<file path="config.mk">
export PLATFORM = sky130hd
export DESIGN_NAME = strip_allocator
export DESIGN_NICKNAME = d
export VERILOG_FILES = /design/src/rtl/placement_pkg.sv /design/src/rtl/strip_occupancy_array.sv /design/src/rtl/strip_allocator.sv
export SDC_FILE = /design/constraint.sdc
export NUM_CORES = 1
export LEC_CHECK = 0
export ABC_CLOCK_PERIOD_IN_PS = 13700
export CORE_MARGIN = 2
export CORE_UTILIZATION = 40
export DETAILED_ROUTE_END_ITERATION = 10
export MAX_ROUTING_LAYER = met4
export PLACE_DENSITY_LB_ADDON = 0.1
export SLEW_MARGIN = 5
export SYNTH_ARGS = -nofsm -noshare
export SYNTH_HDL_FRONTEND = slang
export SYNTH_SLANG_ARGS = --single-unit
</file>
<file path="constraint.sdc">
create_clock -name clk -period 13.7 [get_ports clk]
set_clock_uncertainty 0.15 [all_clocks]
set_input_delay 2.74 -clock clk [delete_from_list [all_inputs] [get_ports clk]]
set_output_delay 2.74 -clock clk [all_outputs]
set_load 0.005 [all_outputs]
</file>
<file path="src/rtl/placement_pkg.sv">
// placement_pkg: shared constants, types and helpers for the strip allocator.
//   STRIP_NUM  - number of horizontal strips on the board
//   BOARD_W    - board width in columns
//   MAX_H      - tallest legal program height
//   STRIKE_MAX - saturation value of the consecutive-reject counter
//   STRIP_H    - strip heights, element 0 is strip ID 1
//   state_t    - allocator FSM states
package placement_pkg;

  localparam int unsigned STRIP_NUM  = 13;
  localparam int unsigned BOARD_W    = 128;
  localparam int unsigned MAX_H      = 16;
  localparam int unsigned STRIKE_MAX = 15;

  localparam logic [4:0] STRIP_H [STRIP_NUM] = '{
    5'd8, 5'd8, 5'd9, 5'd7, 5'd10, 5'd6, 5'd11,
    5'd5, 5'd12, 5'd4, 5'd16, 5'd16, 5'd16
  };

  typedef enum logic [1:0] {
    IDLE,
    SCAN,
    COMMIT,
    DONE
  } state_t;

  // Height of strip `id` (1-based); 0 for an out-of-range ID.
  function automatic logic [4:0] strip_height(input logic [3:0] id);
    logic [4:0] h;
    h = '0;
    for (int unsigned i = 0; i < STRIP_NUM; i++) begin
      if (id == 4'(i + 1)) h = STRIP_H[i];
    end
    return h;
  endfunction

endpackage

</file>
<file path="src/rtl/strip_occupancy_array.sv">
// strip_occupancy_array: per-strip occupied width, STRIP_NUM x 8-bit.
//   clk, rst      - clock, asynchronous active-high reset
//   i_clear       - synchronous clear of every entry (wins over a write)
//   i_rd_idx      - combinational read index (1-based); o_rd_data = 0 if out of range
//   i_wr_en       - write enable
//   i_wr_idx      - write index (1-based)
//   i_wr_data     - new occupancy value
module strip_occupancy_array
  import placement_pkg::*;
(
  input  logic       clk,
  input  logic       rst,
  input  logic       i_clear,
  input  logic [3:0] i_rd_idx,
  output logic [7:0] o_rd_data,
  input  logic       i_wr_en,
  input  logic [3:0] i_wr_idx,
  input  logic [7:0] i_wr_data
);

  logic [7:0] r_occ [STRIP_NUM];

  always_ff @(posedge clk or posedge rst) begin
    if (rst) begin
      for (int unsigned i = 0; i < STRIP_NUM; i++) r_occ[i] <= '0;
    end else if (i_clear) begin
      for (int unsigned i = 0; i < STRIP_NUM; i++) r_occ[i] <= '0;
    end else if (i_wr_en) begin
      for (int unsigned i = 0; i < STRIP_NUM; i++) begin
        if (i_wr_idx == 4'(i + 1)) r_occ[i] <= i_wr_data;
      end
    end
  end

  always_comb begin
    o_rd_data = '0;
    for (int unsigned i = 0; i < STRIP_NUM; i++) begin
      if (i_rd_idx == 4'(i + 1)) o_rd_data = r_occ[i];
    end
  end

endmodule

</file>
<file path="src/rtl/strip_allocator.sv">
// strip_allocator: sequential best-fit placement of a (width, height) program
// request into one of STRIP_NUM fixed-height strips of a 128-column board.
//   clk, rst            - clock, asynchronous active-high reset
//   req_valid_in        - request present
//   req_ready_out       - high in IDLE; request accepted on valid & ready
//   req_width_in        - program width, legal 1..128
//   req_height_in       - program height, legal 1..16
//   clear_in            - synchronous: empty strips, zero strikes, abort request
//   out_valid           - one-cycle result pulse
//   strip_ID_out        - chosen strip 1..13, 0 on reject
//   occupied_width_out  - strip occupancy before placement, 0 on reject
//   strike_out          - 0 on success, saturating consecutive-reject count
module strip_allocator
  import placement_pkg::*;
(
  input  logic       clk,
  input  logic       rst,
  input  logic       req_valid_in,
  output logic       req_ready_out,
  input  logic [7:0] req_width_in,
  input  logic [4:0] req_height_in,
  input  logic       clear_in,
  output logic       out_valid,
  output logic [3:0] strip_ID_out,
  output logic [7:0] occupied_width_out,
  output logic [3:0] strike_out
);

  state_t r_state;
  state_t w_next;

  logic [3:0] r_idx;
  logic [7:0] r_width;
  logic [4:0] r_height;
  logic       r_legal;
  logic       r_best_found;
  logic [3:0] r_best_id;
  logic [4:0] r_best_waste;
  logic [7:0] r_best_occ;
  logic [3:0] r_fail_cnt;
  logic [3:0] r_strip_id;
  logic [7:0] r_occ_out;
  logic [3:0] r_strike;

  logic       w_accept;
  logic [7:0] w_occ;
  logic [4:0] w_h;
  logic [8:0] w_sum;
  logic       w_fit;
  logic [4:0] w_waste;
  logic       w_better;
  logic [3:0] w_fail_inc;
  logic       w_wr_en;
  logic [7:0] w_wr_data;

  strip_occupancy_array u_occ (
    .clk      (clk),
    .rst      (rst),
    .i_clear  (clear_in),
    .i_rd_idx (r_idx),
    .o_rd_data(w_occ),
    .i_wr_en  (w_wr_en),
    .i_wr_idx (r_best_id),
    .i_wr_data(w_wr_data)
  );

  // ---------------- FSM: state register ----------------
  always_ff @(posedge clk or posedge rst) begin
    if (rst) r_state <= IDLE;
    else     r_state <= w_next;
  end

  // ---------------- FSM: next state ----------------
  always_comb begin
    w_next = r_state;
    if (clear_in) begin
      w_next = IDLE;
    end else begin
      unique case (r_state)
        IDLE:    if (req_valid_in) w_next = SCAN;
        SCAN:    if (r_idx == 4'(STRIP_NUM)) w_next = COMMIT;
        COMMIT:  w_next = DONE;
        DONE:    w_next = IDLE;
        default: w_next = IDLE;
      endcase
    end
  end

  // ---------------- FSM: outputs ----------------
  // clear_in gates both handshake outputs so a same-cycle request is not taken
  // and a result in DONE is dropped.
  always_comb begin
    req_ready_out = (r_state == IDLE) && !clear_in;
    out_valid     = (r_state == DONE) && !clear_in;
  end

  assign w_accept = req_valid_in && req_ready_out;

  // ---------------- Best-fit evaluation of strip r_idx ----------------
  // Occupancy + width is formed in 9 bits so an oversize width cannot wrap
  // into a false fit. Legality is latched at accept so an illegal request
  // still scans but never fits.
  always_comb begin
    w_h        = strip_height(r_idx);
    w_sum      = {1'b0, w_occ} + {1'b0, r_width};
    w_fit      = r_legal && (w_h >= r_height) && (w_sum <= 9'(BOARD_W));
    w_waste    = w_h - r_height;
    w_better   = w_fit && (!r_best_found || (w_waste < r_best_waste));
    w_fail_inc = (r_fail_cnt == 4'(STRIKE_MAX)) ? r_fail_cnt : r_fail_cnt + 4'd1;
    w_wr_en    = (r_state == COMMIT) && r_best_found && !clear_in;
    w_wr_data  = r_best_occ + r_width;
  end

  // ---------------- Datapath registers ----------------
  always_ff @(posedge clk or posedge rst) begin
    if (rst) begin
      r_idx        <= '0;
      r_width      <= '0;
      r_height     <= '0;
      r_legal      <= 1'b0;
      r_best_found <= 1'b0;
      r_best_id    <= '0;
      r_best_waste <= '0;
      r_best_occ   <= '0;
      r_fail_cnt   <= '0;
      r_strip_id   <= '0;
      r_occ_out    <= '0;
      r_strike     <= '0;
    end else if (clear_in) begin
      r_fail_cnt   <= '0;
      r_best_found <= 1'b0;
    end else begin
      unique case (r_state)
        IDLE: begin
          if (w_accept) begin
            r_width      <= req_width_in;
            r_height     <= req_height_in;
            r_legal      <= (req_width_in != '0) && (req_width_in <= 8'(BOARD_W)) &&
                            (req_height_in != '0) && (req_height_in <= 5'(MAX_H));
            r_idx        <= 4'd1;
            r_best_found <= 1'b0;
          end
        end
        SCAN: begin
          if (w_better) begin
            r_best_found <= 1'b1;
            r_best_id    <= r_idx;
            r_best_waste <= w_waste;
            r_best_occ   <= w_occ;
          end
          r_idx <= r_idx + 4'd1;
        end
        COMMIT: begin
          if (r_best_found) begin
            r_strip_id <= r_best_id;
            r_occ_out  <= r_best_occ;
            r_strike   <= '0;
            r_fail_cnt <= '0;
          end else begin
            r_strip_id <= '0;
            r_occ_out  <= '0;
            r_strike   <= w_fail_inc;
            r_fail_cnt <= w_fail_inc;
          end
        end
        default: ;
      endcase
    end
  end

  assign strip_ID_out       = r_strip_id;
  assign occupied_width_out = r_occ_out;
  assign strike_out         = r_strike;

endmodule
</file>
Word-level counts from Yosys, hierarchy flattened
Cells that the tools add are included.
{"block": "classes", "div_mod_pow": 0, "bitwise_logic": 1, "eq_ne": 35, "n_addsub": 5, "n_mul": 0, "n_lt_le_gt_ge": 5, "reduce_logical": 53, "muxes": 57, "shifts": 0}
{"cell": "$mux W8", "n": 27}
{"cell": "$mux W104", "n": 2}
{"cell": "$mux W5", "n": 12}
{"cell": "$eq A4 B4 Y1 const B", "n": 13}
{"cell": "$eq A4 B3 Y1 const B", "n": 8}
{"cell": "$reduce_bool A2 Y1", "n": 16}
{"cell": "$reduce_and A2 Y1", "n": 15}
{"cell": "$mux W4", "n": 7}
{"cell": "$eq A4 B2 Y1 const B", "n": 4}
{"cell": "$ne A3 B3 Y1 const B", "n": 4}
{"cell": "$reduce_and A3 Y1", "n": 4}
{"cell": "$logic_and A1 B1 Y1", "n": 11}
{"cell": "$add A8 B8 Y9", "n": 1}
{"cell": "$le A9 B8 Y1 const B", "n": 1}
{"cell": "$add A4 B1 Y4 const B", "n": 2}
{"cell": "$add A8 B8 Y8", "n": 1}
{"cell": "$eq A4 B1 Y1 const B", "n": 2}
{"cell": "$le A8 B8 Y1 const B", "n": 1}
{"cell": "$pmux W2 S4", "n": 1}
{"cell": "$pmux W4 S2", "n": 1}
{"cell": "$reduce_bool A8 Y1", "n": 1}
{"cell": "$mux W2", "n": 3}
{"cell": "$ge A5 B5 Y1", "n": 1}
{"cell": "$le A5 B5 Y1 const B", "n": 1}
{"cell": "other kinds (13)", "n": 17}
{"block": "word_totals", "inputBits": 17, "rom_bits": 0, "ram_bits": 0, "output_inout_bits": 18, "latch_bits": 0, "regBits": 162, "n_memories": 0, "word_cells": 182}

Depth between registers and ports, before layout
Gate-level depths: netlist (run 1).
{"block": "logic_depth", "ltp_word": 21, "ltp_mapped": 21, "mapped_depth_nobuf": 19}

Cells and area by module
From an unflattened synthesis (run 1), not the netlist that was laid out.
{"block": "hier_totals", "hier_cells": 905, "hier_area_um2": 9161.3}
{"module": "strip_occupancy_array", "seq_area_each_um2": 2602.5, "cells_each": 544, "n_inst": 1, "area_each_um2": 5546.6}
{"module": "strip_allocator", "seq_area_each_um2": 1451.4, "cells_each": 361, "n_inst": 1, "area_each_um2": 3614.7}

Worst setup path before layout (run 1)
OpenSTA, ideal clock, no wires.
{"block": "synth_timing", "kind": "input-to-output", "startpoint": "input port clear_in", "endpoint": "output port out_valid", "arrival_time_ns": 3.352, "required_ns": 10.810, "slack_ns": 7.458, "n_path_buf": 2, "cell_stages": 3, "cell_sequence": "clkbuf_1 > clkbuf_1 > nor2b_1"}
{"block": "synth_between", "elab_chain_cells": 2}
{"element": "start, declared", "line_no": "strip_allocator.sv:22", "rtl": "input logic clear_in,"}
{"element": "$logic_not A1 Y1", "line_no": "strip_allocator.sv:94", "rtl": "out_valid = (r_state == DONE) && !clear_in;"}
{"element": "$logic_and A1 B1 Y1", "line_no": "strip_allocator.sv:94"}
{"element": "end, declared", "line_no": "strip_allocator.sv:23", "rtl": "output logic out_valid,"}
No other way between the ends.

Worst setup path in the final report (run 1)
{"block": "layout_timing", "startpoint": "input port clear_in", "endpoint": "output port req_ready_out"}
{"block": "layout_between", "elab_chain_cells": 2}
{"element": "$logic_not A1 Y1", "line_no": "strip_allocator.sv:93", "rtl": "req_ready_out = (r_state == IDLE) && !clear_in;"}
{"element": "$logic_and A1 B1 Y1", "line_no": "strip_allocator.sv:93"}
{"element": "end, declared", "line_no": "strip_allocator.sv:19", "rtl": "output logic req_ready_out,"}
No other way between the ends.

==> results.txt, run 1 <==
The startpoint of the most critical hold path is occupied_width_out[6]. The maximum vdd drop came out at 0.09892 mV. The maximum level of the CTS H-tree came out at 4.

The post-detailed-routing wire length is 23.46 mm. The power per cell area came out at 249.4 nW/µm². The final estimated routing congestion in global placement came out at 0.8595. The mean area per synthesized cell came out at 9.166 µm².

The number of global-route vias before repair came out at 6,448. The final hold violation count came out at 0. The fraction of synthesized area in multiplexers is 0.05043.

Synthesis produced a netlist with a net count of 995. The total global-route track usage is 0.2245. The via density per instance is 5.472.

The combined area of all synthesized cells is 8635 µm². The number of antenna violations at the first check in global routing is 0. The critical path class is primary input to output port. The cell count after placement is 1,203. The count of final max-slew check failures was 0. The simple-gate area share of the yosys netlist is 0.1587. Dividing the detail-routed wire length by the instance count gives 19.01 µm.

The worst setup path is captured at an output port. The top fanout value on the critical path is 70. Setup repair after global routing left no endpoint under its margin.

In this run the worst hold path is classified as flip-flop to flip-flop. The most used flip-flop cell after synthesis is dfrtp_1. The share of the synthesized area in compound gates (AO/OA/AOI/OAI) is 0.2037. The final-layout fill cell count is 2,050. The portion of the post-synthesis area used by sequential elements is 0.4695.

The combinational family with the most area after synthesis is compound AO/OA/AOI/OAI gates. The area of the placeable core came out at 21,090 µm². Summing all flip-flop and latch instances after layout gives 4054 µm². For the worst setup path, the data required time is 10,810 ps.

The family with the most delay on the worst path is buffers and inverters. The detailed router placed 6,753 vias in this run. The maximum achievable frequency is 0.1441 GHz. The share of cells above drive strength 1 is 0.08863. In this run, synthesis produced a sequential element count of 162. The final setup TNS came out at 0 ps.

Of the available clock period, the critical path in the final layout requires 0.5064. The later pin in the worst-skew pair is clocked with a latency of 440 ps. The worst register-to-register path begins at r_idx[0].

The number of enable-type register cells in the synthesized netlist came out at 0. The number of standard cells in the final layout excluding fillers is 1,234. Before antenna repair, the detailed router went through 5 iterations. The adder-cell share of the synthesized area is 0.05477. The top-level I/O count came out at 35. The total grt overflow is 0. The signal on the critical path passes through buf_2 -> buf_4 -> nor2b_1 -> clkdlybuf4s50_1.

The deepest clock path buffer count is 2. In this run the vertical extent of the chip is 150.9 µm. The final-layout worst hold slack is 327.0 ps. The hold buffer count at cts is 0. The number of standard cells after synthesis is 942. The number of library cell types mapped by synthesis came out at 66.

Port buffering added 34 buffers. The number of buffers and inverters on the critical path is 3. The async set-or-reset flop fraction in the synthesized netlist came out at 1.000. The wire-length estimate of the detail-placed layout is 15.93 mm. The largest stage delay on the critical path came out at 570 ps. The iteration-0 DRC count of the detailed router came out at 396. In this run the clock root is driven by a clkbuf_16. The floorplan row count came out at 53.

The total of endpoints with negative setup slack in the final report came out at 0. The setup slack of the most critical reg-to-reg path is 7920 ps. The first-pass GRT wire length is 37.67 mm. The pin count of the biggest net entering global routing is 90.

After clock tree synthesis, the repair step resized 0 gates. For hold timing, the worst endpoint is occupied_width_out[6]. The final period demand of the worst path came out at 6938 ps. The xor/xnor share of the synthesized area came out at 0.02029. The area of combinational cells with multiple inputs came out at 4213 µm². The worst endpoint data arrival time is 4050 ps. The end of the worst register-to-register path is r_best_occ[0].

In this run the horizontal extent of the chip is 150.9 µm. For this run, the number of Yosys warnings is 0. The clock-pin slew of the registers on the worst-case setup and hold paths came out at 70 ps. The slew at the pin with the worst max-slew slack is 1129 ps. In this run the post-CTS setup repair buffer count came out at 0. The initial utilization of the core area, before any placement, comes to 0.4095. Buffers inserted during clock tree synthesis total 17. The run finished with clean final reports. The number of design rule violations left after detail routing came out at 0.

Across the run, the number of max-cap violations was 0. The TritonCTS clock tree is built. The count of antenna diodes in the layout is 0. The number of cells traversed by the worst register-to-register path is 17. The net count of the finished layout is 1,000.

The die covers 22,780 µm². The area added between synthesis and finish came out at 14.03%. The worst hold path passes through 2 cells.

The remaining antenna violation count is 0. The number of sinks handled by clock tree synthesis is 162. The worst slew slack as a fraction of its limit is 0.2443. The critical path launch point type is a primary input. The static power due to leakage is 4.118 nW. Among all stages on the critical path, the largest delay is contributed by buf_4.
[report_power, final]
group	total (W)	leakage [nW]	internal, W	switching, W
Combinational	0.00115	1.67	0.000435	0.000718
Sequential	0.000757	2.13	0.000645	0.000112
Clock	0.000545	0.317	0.000334	0.000211
Total	0.00246	4.12	0.00141	0.00104
[flip-flops by register name, summed over array words and instances, names as in the netlist]
signal              cells
occupied_width_out      8
r_best_found            1
r_best_id               4
r_best_occ              8
r_best_waste            5
r_fail_cnt              4
r_height                5
r_idx                   4
r_legal                 1
r_state                 2
r_width                 8
strike_out              4
strip_ID_out            4
u_occ.r_occ           104
[worst max path at each step]
stage | slack (ps) | cells past startpoint | endpoint | start
floorplan | 6430 | 1 | occupied_width_out[0] | rst
global placement | 6750 | 4 | req_ready_out | clear_in
detailed placement | 6750 | 4 | req_ready_out | clear_in
CTS | 6750 | 4 | req_ready_out | clear_in
global route | 6630 | 4 | req_ready_out | clear_in
finish | 6760 | 4 | req_ready_out | clear_in
[placed cells by master (no fill, tap or decap), types with 4 or more instances in the layout]
| master | n |
|---|---|
| nand3_1 | 16 |
| mux2_2 | 20 |
| nor3_1 | 18 |
| a21o_1 | 5 |
| a21oi_1 | 50 |
| a211oi_1 | 13 |
| clkdlybuf4s50_1 | 33 |
| nor4_1 | 8 |
| inv_1 | 29 |
| nand2b_1 | 10 |
| xnor2_1 | 9 |
| a31oi_1 | 11 |
| nor2b_1 | 9 |
| nor3b_1 | 7 |
| xor2_1 | 11 |
| ha_1 | 33 |
| dfrtp_1 | 162 |
| bufinv_16 | 5 |
| o21ai_0 | 121 |
| o31ai_1 | 36 |
| mux2i_1 | 9 |
| nor2_1 | 58 |
| nand2_1 | 158 |
| mux2_4 | 8 |
| o41ai_1 | 4 |
| clkbuf_16 | 17 |
| buf_4 | 16 |
| o211ai_1 | 9 |
| o22ai_1 | 8 |
[synth_stat cells (all sizes together), types with 11 or more instances]
cell type	instances	share of area
nand3	16	0.0093
xor2	11	0.011
inv	30	0.013
ha	33	0.048
a21oi	50	0.029
dfrtp	162	0.47
nor2	58	0.025
nand2	158	0.069
clkbuf	55	0.024
mux2	28	0.040
a31oi	11	0.0080
o31ai	36	0.031
nor3	19	0.012
a211oi	14	0.013
o21ai	122	0.071
[through the flow]
stage | total power [W] | utilization | worst slack [ps] | cell area (µm²)
4_1_cts | 0.002462 | 0.4669 | 6750 | 9846
6_report | 0.002455 | 0.4669 | 6762 | 9846
3_3_place_gp | 0.001895 | 0.4357 | 6747 | 9188
3_5_place_dp | 0.001910 | 0.4357 | 6747 | 9188
2_1_floorplan | 0.001565 | - | 6433 | 8635
5_1_grt | 0.002633 | 0.4669 | 6629 | 9846
[routing by layer]
layer | vias up | GRT usage | share of wire
li1 | 3345 | - | -
met1 | 3271 | 0.3120 | 0.49
met2 | 114 | 0.3420 | 0.47
met3 | 23 | 0.03855 | 0.032
met4 | 0 | 0.05935 | 0.013
met5 | - | - | 0
[cells by family after synthesis]
kind of cell    count (synthesis)
simple gates                  304
flops                         162
buf+inv                        95
xor+xnor                       20
compound gates                288
mux                            37
fa+ha+maj                      36
[worst reg2reg max path, cell delays in order (launching register included)]
cell	delay (ps)
dfrtp_1	450
inv_1	110
ha_1	150
buf_4	390
nor2_1	300
or4_1	620
o22a_1	290
o311ai_1	500
a222oi_1	300
fa_1	500
nor2b_1	250
o211ai_2	140
a21oi_1	170
xnor2_1	140
a31oi_1	210
nor4b_4	290
buf_4	340
mux2_2	380
[cell type report]
cell class | count | share of cell area
clock buffers | 20 | 0.04638
clock inverters | 11 | 0.02046
inverters | 31 | 0.01233
multi-input cells | 685 | 0.4279
flip-flops and latches | 162 | 0.4117
well taps | 275 | 0.03495
repair buffers | 50 | 0.04626
Power figures use the tool's default switching activity.
==> inputs of run 2 (changes only) <==
--- a/config.mk
+++ b/config.mk
@@ -5,7 +5,7 @@
 export SDC_FILE = /design/constraint.sdc
 export NUM_CORES = 1
 export LEC_CHECK = 0
-export ABC_CLOCK_PERIOD_IN_PS = 13700
+export ABC_CLOCK_PERIOD_IN_PS = 6000
 export CORE_MARGIN = 2
 export CORE_UTILIZATION = 40
 export DETAILED_ROUTE_END_ITERATION = 10
==> constraint.sdc (replaced) <==
create_clock -name clk -period 6 [get_ports clk]
set_clock_uncertainty 0.15 [all_clocks]
set_input_delay 1.2 -clock clk [delete_from_list [all_inputs] [get_ports clk]]
set_output_delay 1.2 -clock clk [all_outputs]
set_load 0.005 [all_outputs]
==> run 2 against run 1 <==
- first-iteration DRC count is 5.1% lower
- utilization is 0.35 points lower
- largest power group unchanged
- power up 120%
- sequential power rose by 140%
- register-to-register slack worse by 7200 ps
==> results.txt, run 2 (synthesized netlist as in run 1, its figures left out) <==
The first-pass GRT wire length was 39.23 mm (+4.1%). The number of nets in the finished design came out at 1,000 (unchanged). The final setup slack of the worst path came out at 748.1 ps (-6014 ps). The number of antenna violations at the first check in global routing is 0 (unchanged). The HPWL after detailed placement is 17.25 mm (+8.3%). Clock tree synthesis selected as its root buffer the cell clkbuf_16.

The total via count in the routed design came out at 6,872 (+1.8%). The final hold violation count is 0 (unchanged). The internal portion of total power is 0.003067 W (+120%).

The proportion of power drawn by combinational gates was 0.480 (+0.010). The deepest clock path buffer count came to 2 (unchanged). The maximum level of the CTS H-tree came out at 4 (unchanged). The post-detailed-routing wire length came out at 24.57 mm (+4.7%).

The number of setup buffers added after CTS came to 0 (unchanged). The starting density of the core is 0.4095 (unchanged). The top fanout value on the critical path is 22 (-69%). The hold buffer count at cts came out at 0 (unchanged).

The path class of the lowest-slack min-delay path is flip-flop to flip-flop. The area of the placeable core came out at 21,090 µm² (unchanged). The area added between synthesis and finish came out at 13.17%.

In the layout the commonest cells are 162 x dfrtp_1, 158 x nand2_1, 121 x o21ai_0, 58 x nor2_1, 50 x a21oi_1. The setup slack at placement came to 816.0 ps (-5931 ps). The share of the clock period used by the worst path after layout is 0.8753. The worst setup path is captured at a flip-flop. The fraction of power spent switching nets came out at 0.4387 (+0.01489). The count of antenna diodes in the layout is 0 (unchanged). The worst endpoint data arrival time is 5410 ps (+1360 ps). The worst slew slack as a fraction of its limit came out at 0.2712 (+0.02686).

The static power due to leakage came out at 4.072 nW (-1.1%). The final estimated routing congestion in global placement came to 0.8972 (+4.4%). The detail-routed net length per standard cell is 19.91 µm (+4.7%). Setup repair after global routing left no endpoint under its margin.

The share of cells above drive strength 1 came to 0.08863 (unchanged). The register ranked first by flip-flop count is u_occ.r_occ. The setup path with the least slack is of type flip-flop to flip-flop.

The top-level I/O count was 35 (unchanged). The maximum achievable frequency is 0.1904 GHz. The clock network fraction of total power came out at 0.193 (-0.029). The height of the chip is 150.9 µm (unchanged). The number of design rule violations left after detail routing came out at 0 (unchanged). The power per cell area came out at 559.1 nW/µm² (+120%). The total die area is 22,780 µm² (unchanged). The clock insertion delay at the later pin of the skew report came out at 430 ps (about the same). STA classifies the critical path startpoint as a flip-flop.

The number of sinks handled by clock tree synthesis is 162 (unchanged). The sequential cell fraction of total power is 0.327 (+0.019). The library cell used most frequently in the layout, excluding fill and tap cells, is dfrtp_1. The critical path data required time came to 6160 ps (-4650 ps). The number of resized instances in the post-cts repair step is 0 (unchanged). The clock-pin slew of the registers on the worst-case setup and hold paths came out at 60 ps (about the same).

The max-capacitance violation count came to 0 (unchanged). The count of final max-slew check failures is 0 (unchanged). The first-pass iteration count of the detailed router is 6 (+1).

The horizontal extent of the die came to 150.9 µm (unchanged). The pin count of the biggest net entering global routing is 91 (+1.1%). The via density per instance came out at 5.569 (+1.8%). The total grt overflow is 0 (unchanged). The number of flip-flops under the largest register name came out at 104 (unchanged).

The remaining antenna violation count is 0 (unchanged). The flow ran to the end, and the final reports show no timing, DRC or antenna violations. The slew at the pin with the worst max-slew slack came out at 1089 ps (-40.15 ps). For the finished layout, the period the worst path requires is 5252 ps.

TritonCTS built the clock tree. The floorplan row count came out at 53 (unchanged). The total global-route track usage came out at 0.2345 (+0.01000). The maximum vdd drop came out at 0.2088 mV (+110%). The total CTS buffers is 17 (unchanged). The number of global-route vias before repair came to 6,753 (+4.7%). The iteration-0 DRC count of the detailed router came out at 376 (-5.1%). The total of endpoints with negative setup slack in the final report was 0 (unchanged). The final setup TNS is 0 ps (unchanged). The count of input and output buffers was 34 (unchanged).

The switching component of the power was 0.002397 W (+130%).
-- run 2: critical path, stage by stage, from the launching register on --
cell and delay [ps]:
dfrtp_1 440, ha_1 700, nor2b_1 560, a21oi_1 140, o22a_1 230, o311ai_1 400
a222oi_1 250, fa_1 490, nor2b_1 240, o211ai_2 130, a21oi_1 170, xnor2_1 130
a31oi_1 160, nor4b_4 290, buf_4 280, mux2_2 360
-- run 2: worst paths after layout --
check / from / end / slack (ps) / cells after the start
max in group asynchronous: rst / u_occ.r_occ[89] / 3680 / 3
min in group asynchronous: rst / r_best_waste[1] / 1080 / 2
max reg2reg: r_idx[0] / r_best_occ[4] / 750 / 15
min reg2reg: u_occ.r_occ[78] / u_occ.r_occ[78] / 330 / 2
min: u_occ.r_occ[78] / u_occ.r_occ[78] / 330 / 2
max: r_idx[0] / r_best_occ[4] / 750 / 15
-- run 2: layout make-up --
type	instances	area, µm²
clock inverter	8	78.83
fill	2078	11320
clock buffer	23	478.0
multi-input combinational	685	4228
tap	275	344.1
inverter	31	121.4
timing repair buffer	50	467.9
sequential	162	4054
-- run 2: per-stage QoR --
step / util / hold slack, ps / total power, W / cells / cell area, µm²
floorplan: - / 290.4 / 0.003573 / 942 / 8635
global placement: 0.4370 / 306.6 / 0.004389 / 1203 / 9215
detailed placement: 0.4370 / 312.5 / 0.004403 / 1203 / 9215
CTS: 0.4634 / 326.7 / 0.005478 / 1234 / 9772
global route: 0.4634 / 343.6 / 0.005887 / 1234 / 9772
finish: 0.4634 / 325.5 / 0.005464 / 1234 / 9772
-- run 2: layer usage --
metal / vias up / track usage / share of wire
met5: - / - / 0
met4: 0 / 0.05701 / 0.019
met3: 28 / 0.03494 / 0.034
met2: 154 / 0.3723 / 0.48
met1: 3341 / 0.3187 / 0.47
li1: 3349 / - / -
-- run 2: power groups by stage --
stage	Clock (W)	Sequential, W	Combinational, W
4_1_cts	0.00107	0.00179	0.00261
6_report	0.00105	0.00179	0.00262
3_3_place_gp	0	0.00181	0.00258
3_5_place_dp	0	0.00181	0.00260
5_1_grt	0.00112	0.00184	0.00293
2_1_floorplan	0	0.00166	0.00191
